===== config.mk =====
export PLATFORM = sky130hd
export DESIGN_NAME = rd_hold_ctrl
export DESIGN_NICKNAME = d
export VERILOG_FILES = /design/src/rtl/rd_hold_ctrl.sv
export SDC_FILE = /design/constraint.sdc
export NUM_CORES = 1
export LEC_CHECK = 0
export BUFFER_PORTS_ARGS = -buffer_cell sky130_fd_sc_hd__buf_2
export CAP_MARGIN = 20
export CORE_ASPECT_RATIO = 0.7
export CORE_MARGIN = 2
export CORE_UTILIZATION = 36
export DETAILED_ROUTE_END_ITERATION = 7
export MAX_ROUTING_LAYER = met4
export PLACE_DENSITY = 0.66
export SETUP_SLACK_MARGIN = 0.3
export SLEW_MARGIN = 20
export SYNTH_ARGS = -nofsm -noshare
export SYNTH_HDL_FRONTEND = slang
export SYNTH_SLANG_ARGS = --single-unit

===== constraint.sdc =====
create_clock -name clk -period 2.75 [get_ports clk]
set_input_delay 0.275 -clock clk [delete_from_list [all_inputs] [get_ports clk]]
set_output_delay 0.275 -clock clk [all_outputs]
set_load 0.1 [all_outputs]

===== src/rtl/rd_hold_ctrl.sv =====
// rtl/rd_hold_ctrl.sv - round-robin read sequencer holding rd/addr stable for HOLD_CYC cycles
module rd_hold_ctrl #(
  parameter int ADDR_W   = 8,
  parameter int DATA_W   = 8,
  parameter int NUM_CH   = 2,
  parameter int HOLD_CYC = 2,
  parameter int GAP_CYC  = 0,
  localparam int CH_W    = (NUM_CH > 1) ? $clog2(NUM_CH) : 1
) (
  input  logic                     clk,
  input  logic                     rst,
  input  logic                     ce,
  input  logic [NUM_CH-1:0]        req,
  input  logic [NUM_CH*ADDR_W-1:0] req_addr,
  output logic [NUM_CH-1:0]        gnt,
  output logic                     rd,
  output logic [ADDR_W-1:0]        addr,
  input  logic [DATA_W-1:0]        mem_rdata,
  output logic                     rsp_valid,
  output logic [CH_W-1:0]          rsp_ch,
  output logic [DATA_W-1:0]        rsp_data,
  output logic                     busy
);

  localparam int MAXC  = (HOLD_CYC > GAP_CYC) ? HOLD_CYC : GAP_CYC;
  localparam int CNT_W = (MAXC > 1) ? $clog2(MAXC) : 1;

  typedef enum logic [1:0] {S_IDLE, S_READ, S_GAP} state_t;

  state_t              state, state_nxt;
  logic [CNT_W-1:0]    cnt, cnt_nxt;
  logic [CH_W-1:0]     ptr, ptr_nxt;
  logic [CH_W-1:0]     owner, owner_nxt;
  logic [ADDR_W-1:0]   addr_q, addr_nxt;
  logic [NUM_CH-1:0]   gnt_q, gnt_nxt;
  logic                rsp_valid_q, rsp_valid_nxt;
  logic [CH_W-1:0]     rsp_ch_q, rsp_ch_nxt;
  logic [DATA_W-1:0]   rsp_data_q, rsp_data_nxt;

  logic                found;
  logic [CH_W-1:0]     win;
  int                  idx;
  int                  win_i;

  // Search starts at the pointer and wraps, so no channel has fixed priority.
  always_comb begin
    found = 1'b0;
    win   = '0;
    idx   = 0;
    for (int i = 0; i < NUM_CH; i++) begin
      idx = int'(ptr) + i;
      if (idx >= NUM_CH) idx = idx - NUM_CH;
      if (!found && req[idx]) begin
        found = 1'b1;
        win   = CH_W'(idx);
      end
    end
    win_i = int'(win);
  end

  always_comb begin
    state_nxt     = state;
    cnt_nxt       = cnt;
    ptr_nxt       = ptr;
    owner_nxt     = owner;
    addr_nxt      = addr_q;
    gnt_nxt       = '0;
    rsp_valid_nxt = 1'b0;
    rsp_ch_nxt    = rsp_ch_q;
    rsp_data_nxt  = rsp_data_q;
    case (state)
      S_IDLE: begin
        if (ce && found) begin
          state_nxt = S_READ;
          gnt_nxt   = NUM_CH'(1) << win;
          addr_nxt  = req_addr[win_i*ADDR_W +: ADDR_W];
          owner_nxt = win;
          cnt_nxt   = CNT_W'(HOLD_CYC - 1);
          ptr_nxt   = (win_i == NUM_CH - 1) ? '0 : win + 1'b1;
        end
      end
      S_READ: begin
        if (cnt == '0) begin
          rsp_valid_nxt = 1'b1;
          rsp_ch_nxt    = owner;
          rsp_data_nxt  = mem_rdata;
          if (GAP_CYC > 0) begin
            state_nxt = S_GAP;
            cnt_nxt   = CNT_W'(GAP_CYC - 1);
          end else begin
            state_nxt = S_IDLE;
          end
        end else begin
          cnt_nxt = cnt - 1'b1;
        end
      end
      S_GAP: begin
        if (cnt == '0) state_nxt = S_IDLE;
        else           cnt_nxt   = cnt - 1'b1;
      end
      default: state_nxt = S_IDLE;
    endcase
  end

  always_ff @(posedge clk or posedge rst) begin
    if (rst) begin
      state       <= S_IDLE;
      cnt         <= '0;
      ptr         <= '0;
      owner       <= '0;
      addr_q      <= '0;
      gnt_q       <= '0;
      rsp_valid_q <= 1'b0;
      rsp_ch_q    <= '0;
      rsp_data_q  <= '0;
    end else begin
      state       <= state_nxt;
      cnt         <= cnt_nxt;
      ptr         <= ptr_nxt;
      owner       <= owner_nxt;
      addr_q      <= addr_nxt;
      gnt_q       <= gnt_nxt;
      rsp_valid_q <= rsp_valid_nxt;
      rsp_ch_q    <= rsp_ch_nxt;
      rsp_data_q  <= rsp_data_nxt;
    end
  end

  assign rd        = (state == S_READ);
  assign busy      = (state != S_IDLE);
  assign addr      = addr_q;
  assign gnt       = gnt_q;
  assign rsp_valid = rsp_valid_q;
  assign rsp_ch    = rsp_ch_q;
  assign rsp_data  = rsp_data_q;

endmodule


==> summary.txt <==
CTS
  – CTS tree: done
  – CTS Buffer Depth: 2
  – CTS-repair resized insts: 0
  – Maximum level of the CTS H-tree: 1
  – Cell at the root of the clock tree: sky130_fd_sc_hd__clkbuf_8
  – Latest clock arrival within the worst-skew pair: between 0.2 and 0.3 ns
  – Number of sinks on the clock net: 24
  – Clock input transition at the sequential cells of the worst setup and hold paths: 0.08 ns
  – Buffers inserted during post-CTS setup optimization: 0
  – CTS hold repair buffers: 0
  – Inserted Clock Buffers: 3

Global routing
  – Total global routing overflow: 0
  – GRT Resource Usage Total: 0.128
  – Pin count of the biggest net entering global routing: 25
  – Number of antenna violations at the first check in global routing: 0
  – Number of global-route vias before repair: around 600
  – Wire length of the first global-routing pass: 2.81 mm

Cells and area
  – Multi-input logic area: 338 µm²
  – Total area of sequential cells: between 600 and 700 µm²
  – Layout Area Growth over Synthesis: 31.4%
  – Diode count: 0
  – Most frequent cells in the layout: 50 x sky130_fd_sc_hd__buf_2, 24 x sky130_fd_sc_hd__dfrtp_1, 9 x sky130_fd_sc_hd__mux2_2, 8 x sky130_fd_sc_hd__and4_1, 8 x sky130_fd_sc_hd__a221o_1
  – Share of layout cells above drive strength 1: 0.564
  – Post-layout util: 0.513
  – Most common library cell in the layout ignoring fill and taps: sky130_fd_sc_hd__buf_2
  – Fin nets: ~150
  – FILL cells: 243

Drt
  – Overall routed net length: 2.00 mm
  – Detailed Route Iter0 Violations: 18
  – Detailed-route wire length per cell: 13.2 µm
  – DRC: 0
  – Via count normalized by instance count: 4.91
  – Detail Route Antenna Nets: 0
  – Pre-antenna DRT Iters: 4
  – Vias: 742

Setup path
  – Type of the worst setup path: flip-flop to flip-flop
  – Max FO, Critical Path: 10
  – Required @ worst endpoint: roughly 2.9 ns
  – CP Capture Type: flip-flop
  – R2r startpoint: state[0]$_DFFE_PP0P_
  – Setup crit start: state[0]$_DFFE_PP0P_
  – Crit path arrival time: approximately 1.8 ns
  – Kind of start point of the critical path: flip-flop

Yosys
  – Number of warning messages in the yosys log: 0
  – Number of unique standard cell types used by synthesis: 17
  – Synthesized Nets: ~100
  – Cells after Synth: 69
  – Netlist area before placement: 997 µm²
  – Share of the yosys chip area belonging to registers: 0.602
  – Average footprint of a synthesized cell: 14.5 µm²
  – Number of register bits inferred by synthesis: 24

STA
  – Post-route clock skew: 0.00288 ns
  – Actual transition at the worst max-transition pin: 0.895 ns
  – Post-route fraction of the period consumed by the critical path: 0.586
  – Hold Vio Cnt, Final: 0
  – Final critical-path required period: about 1.6 ns
  – Max-slew headroom at the worst pin: 0.402
  – Total of endpoints with negative setup slack in the final report: 0
  – Pins Over Slew Limit: 0
  – Setup repair after global routing missed its margin: no
  – Setup TNS: 0 ns
  – Achievable Freq: between 600 and 700 MHz

Status
  – Outcome: finished, final reports clean

Placement
  – Final HPWL DP: 1.49 mm
  – Port Buffer Count: 50
  – Weighted congestion at the end of routability-driven global placement: 0.690

Hold path
  – Worst hold-check path type: input port to async pin

Floorplan
  – Number of top-level design ports: 51
  – Die Outline Area: 3210 µm²
  – Placeable core region: roughly 2600 µm²
  – Die extent in y: 48.0 µm
  – Horizontal extent of the die: around 67 µm
  – Number of rows created at floorplan: 15
  – Initial standard-cell utilization of the core: 0.391

Flow run
  – Maxcap violations: 0
metal layers:
metal  GRT usage  up-vias  part of all wire
met5           -        -                 0
met4      0.0490        0             0.011
met3      0.0447        5              0.11
met2       0.186       43              0.37
met1       0.165      340              0.51
li1            -      354                 -
metrics by stage:
step	setup WS [ns]	hold slack [ns]	instance area, µm²	cells
3_5_place_dp	1.15	0.468	1240	147
4_1_cts	1.14	0.211	1310	151
2_1_floorplan	0.893	0.290	997	69
5_1_grt	0.996	0.221	1310	151
6_report	1.14	0.188	1310	151
3_3_place_gp	1.20	0.462	1240	147
flip-flops by register name, indices dropped and copies added (netlist names):
| name | count |
|---|---|
| state | 1 |
| gnt | 2 |
| rsp_data | 8 |
| ptr | 1 |
| owner | 1 |
| rsp_ch | 1 |
| cnt | 1 |
| addr | 8 |
| rsp_valid | 1 |
final timing paths:
| path | endpoint | slack [ns] | cells past startpoint |
|---|---|---|---|
| worst max register to register | rsp_data[1]$_DFFE_PP0P_ | 1.14 | 2 |
| worst max-delay path | rsp_data[1]$_DFFE_PP0P_ | 1.14 | 2 |
| worst min register to register | owner$_DFFE_PP0P_ | 0.48 | 1 |
| worst min-delay path | rsp_data[6]$_DFFE_PP0P_ | 0.19 | 2 |
| min in group clk | addr[1]$_DFFE_PP0P_ | 0.23 | 2 |
| max in group asynchronous | addr[3]$_DFFE_PP0P_ | 2.01 | 2 |
critical path: stages (launching register included):
cell and delay [ns]:
sky130_fd_sc_hd__dfrtp_1 0.43, sky130_fd_sc_hd__nor2b_1 0.66, sky130_fd_sc_hd__mux2_2 0.41
cell families (layout without fill, tap and decap cells):
logic type / count (synthesis) / in the layout / synth area share
and+or+nand+nor: 16 / 16 / 0.120
AOI/OAI and AO/OA: 12 / 12 / 0.117
buffers and inverters: 8 / 56 / 0.0590
DFF: 24 / 24 / 0.602
muxes: 9 / 9 / 0.102
cells in the mapped netlist:
| cell type | number | area, µm² |
|---|---|---|
| sky130_fd_sc_hd__a221o_1 | 8 | 80.1 |
| sky130_fd_sc_hd__buf_6 | 3 | 33.8 |
| sky130_fd_sc_hd__nand2_1 | 3 | 11.3 |
| sky130_fd_sc_hd__and3_1 | 1 | 6.26 |
| sky130_fd_sc_hd__nor2b_2 | 1 | 8.76 |
| sky130_fd_sc_hd__and4_1 | 8 | 70.1 |
| sky130_fd_sc_hd__a21o_1 | 2 | 15.0 |
| sky130_fd_sc_hd__dfrtp_1 | 24 | 601 |
| sky130_fd_sc_hd__nand2b_1 | 1 | 6.26 |
| sky130_fd_sc_hd__buf_2 | 2 | 10.0 |
| sky130_fd_sc_hd__nor2b_1 | 1 | 6.26 |
| sky130_fd_sc_hd__buf_4 | 1 | 7.51 |
| sky130_fd_sc_hd__o21ai_0 | 1 | 5.00 |
| sky130_fd_sc_hd__inv_1 | 2 | 7.51 |
| sky130_fd_sc_hd__o21ai_4 | 1 | 16.3 |
| sky130_fd_sc_hd__and3_4 | 1 | 11.3 |
| sky130_fd_sc_hd__mux2_2 | 9 | 101 |
layout make-up:
cell class,count,area share
flip-flops and latches,24,0.458
clock inverters,1,0.0229
repair buffers,50,0.191
clock buffers,3,0.0315
multi-input cells,37,0.258
inverters,2,0.00573
well taps,34,0.0325
Power is left out: the tool's default activity adds up to more than one toggle a clock period on the data nets, which glitch-free logic cannot reach.
